[config.mk]
export PLATFORM = sky130hd
export DESIGN_NAME = atan2_arbiter_flat
export DESIGN_NICKNAME = d
export VERILOG_FILES = /design/src/rtl/atan2_arbiter_if.sv /design/src/rtl/atan2_arbiter.sv /design/src/flat_wrapper.sv
export SDC_FILE = /design/constraint.sdc
export NUM_CORES = 1
export LEC_CHECK = 0
export ABC_AREA = 1
export CORE_ASPECT_RATIO = 1.25
export CORE_MARGIN = 2
export CORE_UTILIZATION = 23
export DETAILED_ROUTE_END_ITERATION = 7
export DONT_BUFFER_PORTS = 1
export GPL_ROUTABILITY_DRIVEN = 0
export GPL_TIMING_DRIVEN = 0
export PLACE_DENSITY = 0.38
export SLEW_MARGIN = 20
export SYNTH_ARGS = -nofsm -noshare
export SYNTH_HDL_FRONTEND = slang
export SYNTH_SLANG_ARGS = --single-unit
[constraint.sdc]
create_clock -name clk -period 9.9 [get_ports clk]
set_clock_uncertainty 0.15 [all_clocks]
set_input_delay 0 -clock clk [delete_from_list [all_inputs] [get_ports clk]]
set_output_delay 0 -clock clk [all_outputs]
set_load 0.005 [all_outputs]
[src/rtl/atan2_arbiter_if.sv]
// Bundles the requester, result and engine buses of atan2_arbiter.
// master = requesters plus engine side, slave = the arbiter.
interface atan2_arbiter_if #(
  parameter int WIDTH    = 16,
  parameter int CHANNELS = 4
);
  logic [CHANNELS-1:0]       req_valid;
  logic [CHANNELS-1:0]       req_ready;
  logic [CHANNELS*WIDTH-1:0] req_y;
  logic [CHANNELS*WIDTH-1:0] req_x;
  logic [CHANNELS-1:0]       res_valid;
  logic [CHANNELS-1:0]       res_ready;
  logic [CHANNELS*16-1:0]    res_data;
  logic [WIDTH-1:0]          eng_y;
  logic [WIDTH-1:0]          eng_x;
  logic [15:0]               eng_result;
  logic                      eng_busy;

  modport master (
    output req_valid, req_y, req_x, res_ready, eng_result,
    input  req_ready, res_valid, res_data, eng_y, eng_x, eng_busy
  );

  modport slave (
    input  req_valid, req_y, req_x, res_ready, eng_result,
    output req_ready, res_valid, res_data, eng_y, eng_x, eng_busy
  );
endinterface

[src/rtl/atan2_arbiter.sv]
// Shares one DELAY-latency atan2 engine between CHANNELS requesters; result visible DELAY+1 cycles
// after accept, one sample in flight per channel so result backpressure never stalls the engine. ATAN2_ARB_PRIO_EN: channel 0 strict priority.
module atan2_arbiter #(
  parameter int WIDTH    = 16,
  parameter int DELAY    = 8,
  parameter int CHANNELS = 4
) (
  input  logic           clk,
  input  logic           reset,
  atan2_arbiter_if.slave bus
);
  localparam int IW = (CHANNELS > 1) ? $clog2(CHANNELS) : 1;
  typedef logic [IW-1:0] idx_t;

  logic [CHANNELS-1:0]      busy_q, busy_d;
  logic [CHANNELS-1:0]      res_vld_q, res_vld_d;
  logic [CHANNELS*16-1:0]   res_dat_q, res_dat_d;
  idx_t                     rr_q, rr_d;
  logic [WIDTH-1:0]         eng_y_q, eng_y_d;
  logic [WIDTH-1:0]         eng_x_q, eng_x_d;
  logic                     iss_vld_q;
  idx_t                     iss_idx_q;
  logic [DELAY-1:0]         tag_vld_q, tag_vld_d;
  logic [DELAY-1:0][IW-1:0] tag_idx_q, tag_idx_d;
  logic                     eng_busy_q, eng_busy_d;

  logic [CHANNELS-1:0] elig;
  logic [CHANNELS-1:0] grant;
  logic [CHANNELS-1:0] consume;
  logic                acc;
  idx_t                gnt_idx;
  idx_t                rr_nxt;
  int                  cand;

  // First eligible channel at or after rr wins.
  always_comb begin
    elig    = bus.req_valid & ~busy_q;
    acc     = 1'b0;
    gnt_idx = '0;
    cand    = 0;
`ifdef ATAN2_ARB_PRIO_EN
    if (elig[0]) acc = 1'b1;
`endif
    for (int off = 0; off < CHANNELS; off++) begin
      cand = int'(rr_q) + off;
      if (cand >= CHANNELS) cand = cand - CHANNELS;
      if (!acc && elig[idx_t'(cand)]) begin
        acc     = 1'b1;
        gnt_idx = idx_t'(cand);
      end
    end
    grant  = {{(CHANNELS-1){1'b0}}, acc} << gnt_idx;
    rr_nxt = (int'(gnt_idx) == CHANNELS - 1) ? '0 : idx_t'(gnt_idx + 1'b1);
  end

  assign consume = res_vld_q & bus.res_ready;

  // The issue register travels with eng_y/eng_x; the DELAY tag stages then track the
  // engine's own stages, so the last stage is valid exactly while eng_result is the answer.
  always_comb begin
    rr_d    = rr_q;
    eng_y_d = eng_y_q;
    eng_x_d = eng_x_q;
    if (acc) begin
      eng_y_d = bus.req_y[gnt_idx*WIDTH +: WIDTH];
      eng_x_d = bus.req_x[gnt_idx*WIDTH +: WIDTH];
`ifdef ATAN2_ARB_PRIO_EN
      if (gnt_idx != '0) rr_d = rr_nxt;
`else
      rr_d = rr_nxt;
`endif
    end

    busy_d    = (busy_q | grant) & ~consume;
    res_vld_d = res_vld_q & ~consume;
    res_dat_d = res_dat_q;
    if (tag_vld_q[DELAY-1]) begin
      res_vld_d[tag_idx_q[DELAY-1]]          = 1'b1;
      res_dat_d[tag_idx_q[DELAY-1]*16 +: 16] = bus.eng_result;
    end

    tag_vld_d  = {tag_vld_q[DELAY-2:0], iss_vld_q};
    tag_idx_d  = {tag_idx_q[DELAY-2:0], iss_idx_q};
    eng_busy_d = acc | (|tag_vld_d);
  end

  always_ff @(posedge clk or posedge reset) begin
    if (reset) begin
      rr_q       <= '0;
      busy_q     <= '0;
      res_vld_q  <= '0;
      res_dat_q  <= '0;
      eng_y_q    <= '0;
      eng_x_q    <= '0;
      iss_vld_q  <= 1'b0;
      iss_idx_q  <= '0;
      tag_vld_q  <= '0;
      tag_idx_q  <= '0;
      eng_busy_q <= 1'b0;
    end else begin
      rr_q       <= rr_d;
      busy_q     <= busy_d;
      res_vld_q  <= res_vld_d;
      res_dat_q  <= res_dat_d;
      eng_y_q    <= eng_y_d;
      eng_x_q    <= eng_x_d;
      iss_vld_q  <= acc;
      iss_idx_q  <= gnt_idx;
      tag_vld_q  <= tag_vld_d;
      tag_idx_q  <= tag_idx_d;
      eng_busy_q <= eng_busy_d;
    end
  end

  assign bus.req_ready = grant;
  assign bus.res_valid = res_vld_q;
  assign bus.res_data  = res_dat_q;
  assign bus.eng_y     = eng_y_q;
  assign bus.eng_x     = eng_x_q;
  assign bus.eng_busy  = eng_busy_q;
endmodule

[src/flat_wrapper.sv]
// flat-port wrapper written by rule: the top's interface ports become plain ports
module atan2_arbiter_flat 
#(
  parameter int WIDTH    = 16,
  parameter int DELAY    = 8,
  parameter int CHANNELS = 4
)
  (clk, reset, bus_req_valid, bus_req_y, bus_req_x, bus_res_ready, bus_eng_result, bus_req_ready, bus_res_valid, bus_res_data, bus_eng_y, bus_eng_x, bus_eng_busy);
  atan2_arbiter_if #(.WIDTH(WIDTH), .CHANNELS(CHANNELS)) bus_i ();
  input  logic clk;
  input  logic reset;
  input wire logic [$bits(bus_i.req_valid)-1:0] bus_req_valid;
  input wire logic [$bits(bus_i.req_y)-1:0] bus_req_y;
  input wire logic [$bits(bus_i.req_x)-1:0] bus_req_x;
  input wire logic [$bits(bus_i.res_ready)-1:0] bus_res_ready;
  input wire logic [$bits(bus_i.eng_result)-1:0] bus_eng_result;
  output wire logic [$bits(bus_i.req_ready)-1:0] bus_req_ready;
  output wire logic [$bits(bus_i.res_valid)-1:0] bus_res_valid;
  output wire logic [$bits(bus_i.res_data)-1:0] bus_res_data;
  output wire logic [$bits(bus_i.eng_y)-1:0] bus_eng_y;
  output wire logic [$bits(bus_i.eng_x)-1:0] bus_eng_x;
  output wire logic [$bits(bus_i.eng_busy)-1:0] bus_eng_busy;
  assign bus_i.req_valid = bus_req_valid;
  assign bus_i.req_y = bus_req_y;
  assign bus_i.req_x = bus_req_x;
  assign bus_i.res_ready = bus_res_ready;
  assign bus_i.eng_result = bus_eng_result;
  assign bus_req_ready = bus_i.req_ready;
  assign bus_res_valid = bus_i.res_valid;
  assign bus_res_data = bus_i.res_data;
  assign bus_eng_y = bus_i.eng_y;
  assign bus_eng_x = bus_i.eng_x;
  assign bus_eng_busy = bus_i.eng_busy;
  atan2_arbiter #(.WIDTH(WIDTH), .DELAY(DELAY), .CHANNELS(CHANNELS)) u_core (.clk(clk), .reset(reset), .bus(bus_i));
endmodule
==> results of run 1 <==
-- critical path, cell delays in order, from the launching register on --
cell and delay [ps]:
dfrtp_1 470, inv_2 140, nand3_1 110, nand2_1 50
dlygate4sd3_1 560, nor2_2 160, dlygate4sd3_1 590, nand3_2 110
nand2_1 70, nand2_1 70, nand2_1 160, buf_6 180
buf_6 160, nand2_1 60, nand3_1 70, dlygate4sd3_1 540
nand3_1 80, dlygate4sd3_1 620, nand2_1 60
-- flip-flops by register name, indices dropped and copies added (netlist names), 2 cells and up --
name                  flops
u_core.bus.eng_y         16
u_core.tag_idx_q          2
u_core.tag_idx_d         14
u_core.bus.res_valid      4
u_core.tag_vld_q          8
u_core.bus.eng_x         16
u_core.bus.res_data      64
u_core.iss_idx_q          2
u_core.rr_q               2
u_core.busy_q             4
-- synthesized netlist by cell type, drive strengths merged --
library cell / instances
nand3: 181
nor3: 1
buf: 31
ha: 9
clkbuf: 11
a22oi: 3
nand4: 2
nand2: 244
nor2: 7
o21ai: 69
a21oi: 1
dfrtp: 134
inv: 40
o22ai: 1
nor4: 2
-- area by class of cell --
cell class              instances  area (sq um)
clock inverters                13           169
flip-flops and latches        134          3350
multi-input cells             520          2400
plain buffers                  42           235
repair buffers                123          1250
inverters                      40           158
fillers                      2775         17700
well taps                     340           425
clock buffers                  19           453
-- how the worst max path moves through the flow --
stage / start / slack (ps) / endpoint
2_1_floorplan: reset / 6170 / u_core.bus.eng_busy
3_3_place_gp: reset / 4050 / u_core.bus.res_data[31]
3_5_place_dp: u_core.rr_q[0] / 7310 / u_core.rr_q[1]
4_1_cts: u_core.rr_q[0] / 5350 / u_core.bus.eng_x[13]
5_1_grt: u_core.rr_q[0] / 5080 / u_core.bus.eng_x[13]
6_report: u_core.rr_q[0] / 5410 / u_core.bus.eng_x[13]
-- power by group --
part	switching [W]	internal, W	total [W]	leakage [nW]
logic	0.00153	0.00128	0.00280	1.91
clock network	0.000255	0.000413	0.000668	0.305
registers	0.000191	0.000805	0.000996	1.70
-- stage by stage --
stage                     setup slack [ps]  std cells
after global routing                  5080       1231
after CTS                             5350       1231
final                                 5410       1231
after floorplan                       6170        736
after detailed placement              7310       1077
after global placement                4050       1076
-- metal layers --
layer / global-route usage [%] / up-vias / routed length (um)
li1: - / 2717 / -
met4: 6.10 / 0 / 556
met2: 28.0 / 282 / 11100
met5: 0 / - / 0
met1: 18.3 / 2669 / 8940
met3: 5.97 / 25 / 2260
-- timing repair --
item | 4_1_cts | 5_1_grt
resized for setup | 0 | 0
buffers inserted | 0 | 0
hold buffers | 122 | 0
hold endpoints to repair | 239 | 0
-- kinds of logic after synthesis --
logic type      Yosys count  synth area share (%)
simple gates            437                  31.0
flops                   134                  54.6
buf+inv                  82                  6.28
compound gates           74                  6.26
fa+ha+maj                 9                  1.83
==> metrics.txt, run 1 <==
status finished, final reports clean; post-synthesis sequential area ratio 54.6%; Area growth syn-to-layout 37.5%; Detailed Route WL between 20000 and 25000 um; CP Launch Type flip-flop; most frequent cells in the layout nand2_1 (242), nand3_1 (178), dfrtp_1 (134), dlygate4sd3_1 (122), o21ai_0 (69); R2R depth 18; max-slew violations 0; # DRC 0; RSZ-0062 raised after global routing false; initial antenna violation count 0; core area roughly 26000 sq um; syn_area_per_cell approximately 8.3 sq um; Max H-tree Level 4; Hold Startpoint bus_req_valid[0]; VDD IR max roughly 0.32 mV; WP data arrival 4690 ps; Gate Count Post-Synth between 700 and 800; Initial Util about a quarter; die span in x 150 um; fin util about a third; post-synth top area share about 55%; critical path peak fanout 10; CTS tree done; RR Startpoint u_core.rr_q[0]; flops & latches, synth approximately 130; final worst path period share between 40% and 50%; Port Buffers 0; fin area ~8400 sq um; WL/cell 18.6 um; Final ANT Viol Nets 0; nets 1041; clock root cell clkbuf_16; actual slew at the worst max-slew pin between 700 and 800 ps; vias in the first global route slightly below 6000; Hold Worst Slack 47.1 ps; CTS clk-pin slew, worst paths approximately 60 ps; crit path time final approximately 4500 ps; Power Dens Cells around 530 nW/um^2; maximum clock insertion buffer count 2; hold path depth 6; FP Rows 66; Die H 187 um; setup TNS 0 ps; Placed Area between 6000 and 7000 sq um; WHS Endpoint u_core.rr_q[0]; required time of the critical path 10100 ps; largest net degree at the start of global routing 70; CTS Buf Count 17; GRT Resource Usage Total between 10% and 20%; Syn Std Cell Area 6140 sq um; first-pass iteration count of the detailed router 4; Hold Path Class in -> reg; commonest non-fill, non-tap cell in the layout nand2_1; later-pin clock latency in the skew report 430 ps; largest area contributor in the netlist dfrtp_1; Ant. Diodes 0; Syn Nets roughly 900; leakage power roughly 3.9 nW; FF-to-FF End u_core.bus.eng_x[13]; Netlist cell types 23; global-route wire length before repair around 35000 um; Congestion Overflow GR 0; R2R setup slack between 5000 and 6000 ps; Final setup viols 0; Hold Fails Final Rpt 0; Vias/cell 4.62; Ys Warns 0; Setup crit end kind flip-flop; Ports ~260; DP Wirelength about 17000 um; Num Clock Sinks roughly 130; Fmax about 220 MHz; initial drt markers about 220; DIE AREA between 20000 and 30000 sq um; share of layout cells above drive strength 1 under 10%; Tot Pwr 0.00447 W; WS Path Type reg -> reg; Slew HR between 50% and 60%; routed via count 5693; Max Cap Violations 0; dominant cells by area after synthesis dfrtp_1 (55%), nand2_1 (15%), nand3_1 (15%)
Power figures use the tool's default switching activity.
==> inputs of run 2 (changes only) <==
- clock period: 9.9 -> 4.3 ns (I/O delays scaled with it)
==> run 2 against run 1 <==
Sequential power increased by 130%. Cell count is the same. Core utilization unchanged. First-iteration DRC count increased by 5.1%. Critical path depth is 3 lower. Wire length increased by 0.17%. Combinational power rose by 130%. Clock-buffer cell count stayed put. Die area stayed put.
==> metrics.txt, run 2 (synthesized netlist as in run 1, its figures left out) <==
Final setup viols 0 (unchanged); clock root cell clkbuf_16 (unchanged); Port Buffers 0 (unchanged); crit path time final 4000 ps (was 4490 ps); CTS clk-pin slew, worst paths 70 ps (was 60 ps); Ant. Diodes 0 (unchanged); Initial Util 23.4% (unchanged); Setup Fix Bufs, Post-CTS 0 (unchanged); later-pin clock latency in the skew report 420 ps (was 430 ps); first-pass iteration count of the detailed router 4 (unchanged); RSZ-0062 raised after global routing false (unchanged); die span in x 150 um (unchanged); Fmax 250 MHz (was 223 MHz); GRT Resource Usage Total 16.3% (about the same); WS Path Type reg -> reg (unchanged); initial antenna violation count 0 (unchanged); # DRC 0 (unchanged); commonest non-fill, non-tap cell in the layout nand2_1 (unchanged); CTS Buf Count 17 (unchanged); status finished, final reports clean (unchanged); Max H-tree Level 4 (unchanged); setup TNS 0 ps (unchanged); critical path peak fanout 10 (unchanged); Largest register FFs 64 (unchanged); post-cts gate resize count 0 (unchanged); Congestion Overflow GR 0 (unchanged); Placed Cells 1077 (unchanged); Slew HR 53.1% (was 53.0%); Filler cells 2773 (was 2775); most frequent cells in the layout nand2_1 (242), nand3_1 (178), dfrtp_1 (134), dlygate4sd3_1 (122), o21ai_0 (69) (unchanged); DP Wirelength 17100 um (unchanged); FP Rows 66 (unchanged); Hold Worst Slack 56.0 ps (was 47.1 ps); routed via count 5695 (was 5693); Final ANT Viol Nets 0 (unchanged); Area growth syn-to-layout 37.5% (unchanged); WP data arrival 4170 ps (was 4690 ps); Setup crit end kind flip-flop (unchanged); max-slew violations 0 (unchanged); register area 3350 sq um (unchanged); CTS tree done (unchanged); WL/cell 18.6 um (about the same); hold_buf cts 122 (unchanged); Hold Fails Final Rpt 0 (unchanged); non-filler instance count after layout 1231 (unchanged); actual slew at the worst max-slew pin 702 ps (was 703 ps); fin util 32.2% (unchanged); Num Clock Sinks 134 (unchanged); DIE AREA 28000 sq um (unchanged); maximum clock insertion buffer count 2 (unchanged); area of the multi-input gates 2400 sq um (unchanged); global-route wire length before repair 34800 um (about the same); final worst path period share 92.9% (was 45.4%); CP Launch Type flip-flop (unchanged); Ports 259 (unchanged); core area 26200 sq um (unchanged); Die H 187 um (unchanged); Power Dens Cells 1220 nW/um^2 (was 529 nW/um^2); required time of the critical path 4470 ps (was 10100 ps); vias in the first global route 5936 (was 5930); Vias/cell 4.63 (was 4.62); Max Cap Violations 0 (unchanged); largest net degree at the start of global routing 70 (unchanged); initial drt markers 228 (was 217); VDD IR max 0.749 mV (was 0.324 mV); nets 1041 (unchanged); share of layout cells above drive strength 1 8.08% (unchanged); Detailed Route WL 22900 um (about the same); leakage power 3.91 nW (about the same); R2R setup slack 300 ps (was 5410 ps); Hold Path Class in -> reg (unchanged)
==> run 2: cell counts in the layout (fill, tap and decap cells not counted) <==
No cell type changed its count.
==> run 2: power breakdown <==
| part | internal [W] | total (W) | switching (W) | leakage [nW] |
|---|---|---|---|---|
| clock | 0.000951 | 0.00154 | 0.000586 | 0.305 |
| sequential | 0.00185 | 0.00229 | 0.000441 | 1.70 |
| combinational | 0.00294 | 0.00646 | 0.00351 | 1.91 |
==> run 2: cell type report <==
type / count / area share, %
Inverter: 40 / 1.87
Sequential cell: 134 / 39.7
Multi-Input combinational cell: 520 / 28.4
Buffer: 42 / 2.79
Clock inverter: 13 / 2.00
Tap cell: 340 / 5.04
Clock buffer: 19 / 5.37
Timing Repair Buffer: 123 / 14.8
==> run 2: final timing paths <==
| check | from | end | depth (start not counted) |
|---|---|---|---|
| hold / removal | bus_req_valid[2] | u_core.bus.eng_x[9] | 7 |
| setup / recovery | u_core.rr_q[0] | u_core.bus.eng_y[14] | 15 |
| max in group asynchronous | reset | u_core.tag_vld_q[1] | 4 |
| setup reg to reg | u_core.rr_q[0] | u_core.bus.eng_y[14] | 15 |
| hold reg to reg | u_core.tag_idx_d[10] | u_core.tag_idx_d[12] | 0 |
| min in group asynchronous | reset | u_core.bus.eng_y[1] | 3 |
==> run 2: per-stage QoR <==
step	setup WS, ps	instance area [sq um]	power [W]
after floorplan	567	6140	0.00560
after global placement	-1550	6560	0.00721
after detailed placement	1710	6600	0.00722
after CTS	291	8440	0.0104
after global routing	14.0	8440	0.0112
final	303	8440	0.0103
==> run 2: critical path: stages, from the launching register on <==
cell and delay [ps]:
dfrtp_1 470, inv_2 140, nand3_1 110, nand2_1 50, dlygate4sd3_1 570, nor2_2 180
nand4_1 160, nand3_1 130, nand2_2 150, inv_2 160, buf_2 270, nand3_1 110
dlygate4sd3_1 570, nand3_1 70, dlygate4sd3_1 550, nand2_1 40
==> run 2: metal layers <==
layer / vias to the layer above / track usage (%) / share of wire [%]
li1: 2717 / - / -
met2: 282 / 28.0 / 49
met4: 0 / 6.10 / 2.4
met3: 25 / 5.97 / 10
met1: 2671 / 18.3 / 39
met5: - / 0 / 0
